File: src/rtl/motion_update_bcast_arbiter.sv
// Motion-update epoch sequencer and round-robin broadcast bus arbiter for the position-cache array.
// Latency: granted beat appears on out_data one cycle after transfer; first beat >= 2 cycles after in_start.
// Backpressure: combinational one-hot out_req_ready; an ungranted requester holds its beat until served.
// Optional feature macro: MU_BCAST_BEAT_COUNT_EN adds out_beat_count (saturating per-epoch beat counter).
module motion_update_bcast_arbiter #(
  parameter int DATA_WIDTH    = 32,
  parameter int CELL_ID_WIDTH = 4,
  parameter int NUM_REQ       = 4,
  parameter int SETTLE_CYCLES = 3,
  parameter int COUNT_WIDTH   = 16
) (
  input  logic                                 clk,
  input  logic                                 rst,
  input  logic                                 in_start,
  input  logic [NUM_REQ-1:0]                   in_req_valid,
  input  logic [NUM_REQ*3*DATA_WIDTH-1:0]      in_req_data,
  input  logic [NUM_REQ*3*CELL_ID_WIDTH-1:0]   in_req_dst_cell,
  input  logic [NUM_REQ-1:0]                   in_req_done,
  output logic [NUM_REQ-1:0]                   out_req_ready,
  output logic                                 out_motion_update_enable,
  output logic [3*DATA_WIDTH-1:0]              out_data,
  output logic [3*CELL_ID_WIDTH-1:0]           out_data_dst_cell,
  output logic                                 out_data_valid,
  output logic                                 out_busy,
`ifdef MU_BCAST_BEAT_COUNT_EN
  output logic [COUNT_WIDTH-1:0]               out_beat_count,
`endif
  output logic                                 out_done
);

  localparam int BEAT_W = 3 * DATA_WIDTH;
  localparam int CELL_W = 3 * CELL_ID_WIDTH;
  localparam int PTR_W  = (NUM_REQ > 1) ? $clog2(NUM_REQ) : 1;
  localparam int SCNT_W = (SETTLE_CYCLES > 1) ? $clog2(SETTLE_CYCLES + 1) : 1;
  localparam logic [PTR_W-1:0]  RR_RESET    = PTR_W'(NUM_REQ - 1);
  localparam logic [SCNT_W-1:0] SETTLE_LAST = SCNT_W'(SETTLE_CYCLES - 1);

  typedef enum logic [1:0] {
    ST_IDLE   = 2'd0,
    ST_BCAST  = 2'd1,
    ST_SETTLE = 2'd2,
    ST_DONE   = 2'd3
  } state_t;

  state_t              state_q,     state_d;
  logic                enable_q,    enable_d;
  logic [BEAT_W-1:0]   data_q,      data_d;
  logic [CELL_W-1:0]   cell_q,      cell_d;
  logic                dvld_q,      dvld_d;
  logic                busy_q,      busy_d;
  logic                done_q,      done_d;
  logic [NUM_REQ-1:0]  done_flag_q, done_flag_d;
  logic [PTR_W-1:0]    rr_ptr_q,    rr_ptr_d;
  logic [SCNT_W-1:0]   scnt_q,      scnt_d;
`ifdef MU_BCAST_BEAT_COUNT_EN
  logic [COUNT_WIDTH-1:0] cnt_q, cnt_d;
`endif

  logic [NUM_REQ-1:0]  grant;
  logic [PTR_W-1:0]    grant_idx;
  logic                grant_vld;
  logic [PTR_W-1:0]    cand;

  // Round-robin search starting one past the last granted requester; only live during the broadcast phase.
  always_comb begin
    grant     = '0;
    grant_idx = '0;
    grant_vld = 1'b0;
    cand      = '0;
    if (state_q == ST_BCAST) begin
      for (int i = 1; i <= NUM_REQ; i++) begin
        cand = PTR_W'((int'(rr_ptr_q) + i) % NUM_REQ);
        if (!grant_vld && in_req_valid[cand]) begin
          grant_vld   = 1'b1;
          grant_idx   = cand;
          grant[cand] = 1'b1;
        end
      end
    end
  end

  // Epoch sequencing: next state, next registered outputs, sticky done flags and pointer update.
  always_comb begin
    state_d     = state_q;
    enable_d    = enable_q;
    data_d      = '0;
    cell_d      = '0;
    dvld_d      = 1'b0;
    done_d      = 1'b0;
    done_flag_d = done_flag_q;
    rr_ptr_d    = rr_ptr_q;
    scnt_d      = scnt_q;
`ifdef MU_BCAST_BEAT_COUNT_EN
    cnt_d       = cnt_q;
`endif
    case (state_q)
      ST_IDLE: begin
        if (in_start) begin
          state_d     = ST_BCAST;
          enable_d    = 1'b1;
          done_flag_d = '0;
`ifdef MU_BCAST_BEAT_COUNT_EN
          cnt_d       = '0;
`endif
        end
      end
      ST_BCAST: begin
        done_flag_d = done_flag_q | in_req_done;
        if (grant_vld) begin
          rr_ptr_d = grant_idx;
          data_d   = in_req_data[grant_idx*BEAT_W +: BEAT_W];
          cell_d   = in_req_dst_cell[grant_idx*CELL_W +: CELL_W];
          dvld_d   = 1'b1;
`ifdef MU_BCAST_BEAT_COUNT_EN
          if (cnt_q != '1) cnt_d = cnt_q + 1'b1;
`endif
        end
        // No valid request means no grant, so the exit cycle never carries a new beat.
        if ((&done_flag_d) && (in_req_valid == '0)) begin
          state_d  = ST_SETTLE;
          enable_d = 1'b0;
          scnt_d   = '0;
        end
      end
      ST_SETTLE: begin
        enable_d = 1'b0;
        if (scnt_q == SETTLE_LAST) begin
          state_d = ST_DONE;
          done_d  = 1'b1;
        end else begin
          scnt_d = scnt_q + 1'b1;
        end
      end
      ST_DONE: begin
        state_d = ST_IDLE;
      end
      default: begin
        state_d  = ST_IDLE;
        enable_d = 1'b0;
      end
    endcase
    busy_d = (state_d != ST_IDLE);
  end

  // State and registered outputs; synchronous reset abandons any epoch in flight.
  always_ff @(posedge clk) begin
    if (rst) begin
      state_q     <= ST_IDLE;
      enable_q    <= 1'b0;
      data_q      <= '0;
      cell_q      <= '0;
      dvld_q      <= 1'b0;
      busy_q      <= 1'b0;
      done_q      <= 1'b0;
      done_flag_q <= '0;
      rr_ptr_q    <= RR_RESET;
      scnt_q      <= '0;
`ifdef MU_BCAST_BEAT_COUNT_EN
      cnt_q       <= '0;
`endif
    end else begin
      state_q     <= state_d;
      enable_q    <= enable_d;
      data_q      <= data_d;
      cell_q      <= cell_d;
      dvld_q      <= dvld_d;
      busy_q      <= busy_d;
      done_q      <= done_d;
      done_flag_q <= done_flag_d;
      rr_ptr_q    <= rr_ptr_d;
      scnt_q      <= scnt_d;
`ifdef MU_BCAST_BEAT_COUNT_EN
      cnt_q       <= cnt_d;
`endif
    end
  end

  assign out_req_ready            = grant;
  assign out_motion_update_enable = enable_q;
  assign out_data                 = data_q;
  assign out_data_dst_cell        = cell_q;
  assign out_data_valid           = dvld_q;
  assign out_busy                 = busy_q;
  assign out_done                 = done_q;
`ifdef MU_BCAST_BEAT_COUNT_EN
  assign out_beat_count           = cnt_q;
`endif

endmodule

File: config.mk
export PLATFORM = sky130hd
export DESIGN_NAME = motion_update_bcast_arbiter
export DESIGN_NICKNAME = d
export VERILOG_FILES = /design/src/rtl/motion_update_bcast_arbiter.sv
export SDC_FILE = /design/constraint.sdc
export NUM_CORES = 1
export LEC_CHECK = 0
export CAP_MARGIN = 20
export CORE_AREA = 2 2 219 221
export DETAILED_ROUTE_END_ITERATION = 6
export DIE_AREA = 0 0 221 223
export PLACE_DENSITY = 0.51
export SYNTH_ARGS = -nofsm -noshare
export SYNTH_HDL_FRONTEND = slang
export SYNTH_SLANG_ARGS = --single-unit
File: constraint.sdc
create_clock -name clk -period 9.2 [get_ports clk]
set_input_delay 1.84 -clock clk [delete_from_list [all_inputs] [get_ports clk]]
set_output_delay 1.84 -clock clk [all_outputs]
set_load 0.01 [all_outputs]
# [Word level (Yosys, flattened, before mapping)]
# Cells that the tools add are included.
[totals] latch_bits=0 inputBits=443 wordCells=117 ram_bits=0 rom_bits=0 n_memories=0 out_inout_bits=116 register_bits=122
[op_classes] n_addsub=5 n_shift=2 n_lt_le_gt_ge=8 n_mul=2 eq_ne=7 div=0 reduce_logical=25 bitwise=7 muxes=51
[op_table] operator="$shiftx A384 B10 Y96" count=1
[op_table] operator="$shiftx A48 B7 Y12" count=1
[op_table] operator="$mux W4" count=9
[op_table] operator="$mux W1" count=20
[op_table] operator="$mux W2" count=10
[op_table] operator="$or A4 B4 Y4" count=4
[op_table] operator="$lt A2 B3 Y1 const B" count=4
[op_table] operator="$bmux W1 S2" count=4
[op_table] operator="$demux W1 S2" count=4
[op_table] operator="$ge A2 B1 Y1 const B" count=4
[op_table] operator="$logic_and A1 B1 Y1" count=8
[op_table] operator="$mul A2 B2 Y4 const B" count=2
[op_table] operator="$pmux W2 S4" count=1
[op_table] operator="$pmux W4 S2" count=1
[op_table] operator="$add A2 B1 Y2 const B" count=3
[op_table] operator="$eq A2 B2 Y1 const B" count=3
[op_table] operator="$reduce_and A3 Y1" count=2
[op_table] operator="$reduce_bool A2 Y1" count=3
[op_table] operator="$add A2 B2 Y2 const B" count=2
[op_table] operator="$logic_not A4 Y1" count=1
[op_table] operator="$ne A2 B2 Y1 const B" count=2
[op_table] operator="$pmux W2 S2" count=1
[op_table] operator="$reduce_and A2 Y1" count=2
[op_table] operator="$reduce_and A4 Y1" count=1
[op_table] operator="9 further kinds" count=14

# [Depth between registers and ports, before layout]
[depth] ltp_word=19 ltp_mapped=12 depth_no_buf=8

# [Least setup slack after synthesis]
# Ideal clock, no wire load.
[synth_timing] path_kind="input-to-output" from="input port in_req_valid[2]" to="output port out_req_ready[0]" t_arrival_ps=3056 t_required_ps=7360 path_buffers=1 setup_slack_ps=4304 cell_stages=6 path_cell_list="buf_2 -> mux4_2 -> nor2b_4 -> a22oi_1 -> o21ai_0 -> and2_1"
[synth_between] elab_chain_cells=16 elab_cells_between_ends=31 cone_classes="22 x mux; 3 x bitwise; 6 x reduce/logical"
[synth_lines] item="from (decl)" line_no="15" text="input logic [NUM_REQ-1:0] in_req_valid,"
[synth_lines] item="$bmux W1 S2" line_no="73" text="if (!grant_vld && in_req_valid[cand]) begin"
[synth_lines] item="$mux W1 (not written as such)" line_no="73"
[synth_lines] item="$mux W1" line_no="73"
[synth_lines] item="$mux W1" line_no="70" text="if (state_q == ST_BCAST) begin"
[synth_lines] item="$logic_not A1 Y1" line_no="73"
[synth_lines] item="$logic_and A1 B1 Y1" line_no="73"
[synth_lines] item="$mux W1" line_no="73"
[synth_lines] item="$mux W1" line_no="70"
[synth_lines] item="$logic_not A1 Y1" line_no="73"
[synth_lines] item="$logic_and A1 B1 Y1" line_no="73"
[synth_lines] item="$mux W1" line_no="73"
[synth_lines] item="$mux W1" line_no="70"
[synth_lines] item="$logic_not A1 Y1" line_no="73"
[synth_lines] item="$logic_and A1 B1 Y1" line_no="73"
[synth_lines] item="$mux W4 (*)" line_no="73"
[synth_lines] item="$mux W4 (*)" line_no="70"
[synth_lines] item="to (decl)" line_no="19" text="output logic [NUM_REQ-1:0] out_req_ready,"
# Every way passes the cells marked *; elsewhere a longest branch is shown, timed or not. The select of a mux whose other input is x is not followed.

# [Worst setup path in the final report]
[layout_timing] from="input port in_req_valid[1]" to="output port out_req_ready[2]"
# Same word-level chain as after synthesis.

==> results.ini <==
[power]
p_sw_frac = 0.268
powerDensity_nw_per_um2 = 141
pwr-share-comb = 0.292
p_clk_frac = 0.399
sequentialPowerShare = 0.310
ir_drop_uv = 96.7
internal_power_w = 0.00136
leakagePower_nw = 5.96
p_switching_w = 0.000497

[outcome]
status = finished clean

[worst_setup_path]
worstSetupEndpointType = output pin
worstPathCellList = clkdlybuf4s50_1, mux4_2, nor2b_4, a22oi_1, o21ai_0, and2_1, clkdlybuf4s50_1
critPathKind = in2out
critPathSlowestCell = mux4_2
max_stage_delay_ps = 640
ff2ff_path_depth = 9
critPathArrivalTime_ps = 4230
cp.required_ps = 7360
cpMostUsedCell = clkdlybuf4s50_1
start_kind = input port
crit_fanout = 10

[layout]
utilization = 0.279
layout.filler_cells = 5079
regArea_sq_um = 2440
design_area_sq_um = 13200
finalNetCount = 1601
multi_input_area_sq_um = 3670
area_growth_pct = 105
drive_gt1_frac = 0.0371

[synth]
yosysTopAreaCell = dfxtp_1
yosys_warnings = 0
syn_area_sq_um = 6430
synth_edf_count = 0
syn_area_per_cell_sq_um = 10.4
synth.distinct_cells = 40
yosysMostFrequentCell = mux2i_1
yosys-top-cells-count = mux2i_1, dfxtp_1, o22ai_1, clkbuf_1, buf_4
synth_flop_cell = dfxtp_1
netlist_top_cells_area = dfxtp_1, mux2i_1, o22ai_1
netlist.area_leader.share = 0.380
ys_seq_area_frac = 0.380
syn_inst = 618
synthArstFlopShare = 0
synth-seq-cells = 122
syn_nets = 1074

[sta]
tns_ps = 0
fmax_mhz = 165
fin_ws_ps = 3130
hold_ws_ps = 508
period_needed_ps = 6070
report.final.slew_viol_count = 0
relSlewSlack = 0.385
worst_slew_pin_slew_ps = 922
setup_violations = 0
skew_ps = 12.5
grt_setup_unrepaired = no
hold_violations = 0
finalCritPeriodShare = 0.659

[global_routing]
grt.total_usage = 0.128
antenna_found_initial = 3
grt_max_degree = 112
grt_pass1_wl_um = 46600
grt_pass1_vias = 7440
overflow = 0

[die]
die-height_um = 223
initial_core_util = 0.136
rows = 80
dieArea_sq_um = 49300
coreArea_sq_um = 47100
die_w_um = 221
ios = 559

[clock_tree]
cts.sinks = 122
clock_path_buffers = 2
root_buffer = clkbuf_16
tritoncts = yes
post_cts_buffers = 0
postCtsHoldBufs = 0
cts_buffers = 17
cts_resized = 0
path_clk_slew_ps = 60
clk_latency_ps = 470
htree_levels = 4

[placement]
hpwl_um = 25800
pre_cts_slack_ps = 3160
port_buffers = 558
post_dp_cell_area_sq_um = 12500
gp_congestion = 0.817

[routing]
drtAntennaViolNets = 0
drcViolationCount = 0
viasPerCell = 4.05
wl_per_cell_um = 18.1
routed_wl_um = 32100
drt_iter0_drc = 219
detail_route.first_pass.iterations = 4
routed-via-count = 7181

[worst_hold_path]
holdCritPathClass = reg2reg
hold_path_depth = 2

[run]
maxCapViolCount = 0

## kinds of logic after synthesis
kind of cell | count (synthesis) | share of synthesized area
AOI/OAI and AO/OA | 156 | 0.154
buffers and inverters | 61 | 0.0541
and+or+nand+nor | 46 | 0.0387
adders and majority gates | 13 | 0.0253
muxes | 220 | 0.348
DFF | 122 | 0.380
## layout by cell type (no fill, tap or decap), types with 3 or more instances in the layout
cell,synthesis,final
clkdlybuf4s50_1,0,558
clkbuf_16,0,17
nand2_1,8,7
mux4_2,3,3
ha_1,13,13
o22ai_1,110,110
nor2b_1,3,3
inv_1,7,7
nor3_1,7,7
bufinv_16,0,4
and2_1,5,5
nor2_1,12,12
a22oi_1,8,8
o21ai_0,11,11
mux2i_1,217,216
a21oi_1,13,13
dfxtp_1,122,122
clkinvlp_4,0,4
## sequential cells by signal (all words and copies together) (netlist names)
register	flops
done_flag_q	4
out_busy	1
out_data	96
out_data_dst_cell	12
out_data_valid	1
out_done	1
out_motion_update_enable	1
rr_ptr_q	2
scnt_q	2
state_q	2
## power groups by stage
stage	Sequential [W]	Combinational [W]	Clock, W
final	0.000574	0.000540	0.000739
after global routing	0.000577	0.000579	0.000789
after CTS	0.000574	0.000546	0.000772
after detailed placement	0.000586	0.000544	0
after global placement	0.000585	0.000539	0
after floorplan	0.000594	0.000229	0
## critical path, delay by kind of cell
kind	cells	cell delay, ps
AO/OA/AOI/OAI	2	270
buffers and inverters	2	1110
multiplexers	1	640
AND/OR/NAND/NOR	2	370
## through the flow
stage                     instances  power, W
final                          1774   0.00185
after global routing           1773   0.00195
after CTS                      1773   0.00189
after detailed placement       1741   0.00113
after global placement         1741   0.00112
after floorplan                 618  0.000824
## area by class of cell
class / instances / share of cell area
inverters: 7 / 0.00199
multi-input cells: 435 / 0.278
repair buffers: 562 / 0.428
well taps: 615 / 0.0584
flip-flops and latches: 122 / 0.185
clock buffers: 21 / 0.0349
diodes: 1 / 0.000190
clock inverters: 11 / 0.0128
## worst paths after layout
check	start	endpoint	slack, ps
max	in_req_valid[1]	out_req_ready[2]	3130
min	scnt_q[1]$_SDFFE_PP0P_	scnt_q[1]$_SDFFE_PP0P_	510
max reg2reg	rr_ptr_q[0]$_SDFFE_PP1P_	out_data[48]$_SDFF_PP0_	4730
min reg2reg	scnt_q[1]$_SDFFE_PP0P_	scnt_q[1]$_SDFFE_PP0P_	510
## routing by layer
layer | global-route usage | vias up | part of all wire
li1 | - | 3427 | -
met1 | 0.135 | 3338 | 0.38
met2 | 0.219 | 368 | 0.49
met3 | 0.0619 | 44 | 0.10
met4 | 0.0487 | 4 | 0.026
met5 | 0 | - | 0.00094
(Power assumes the default switching activity.)
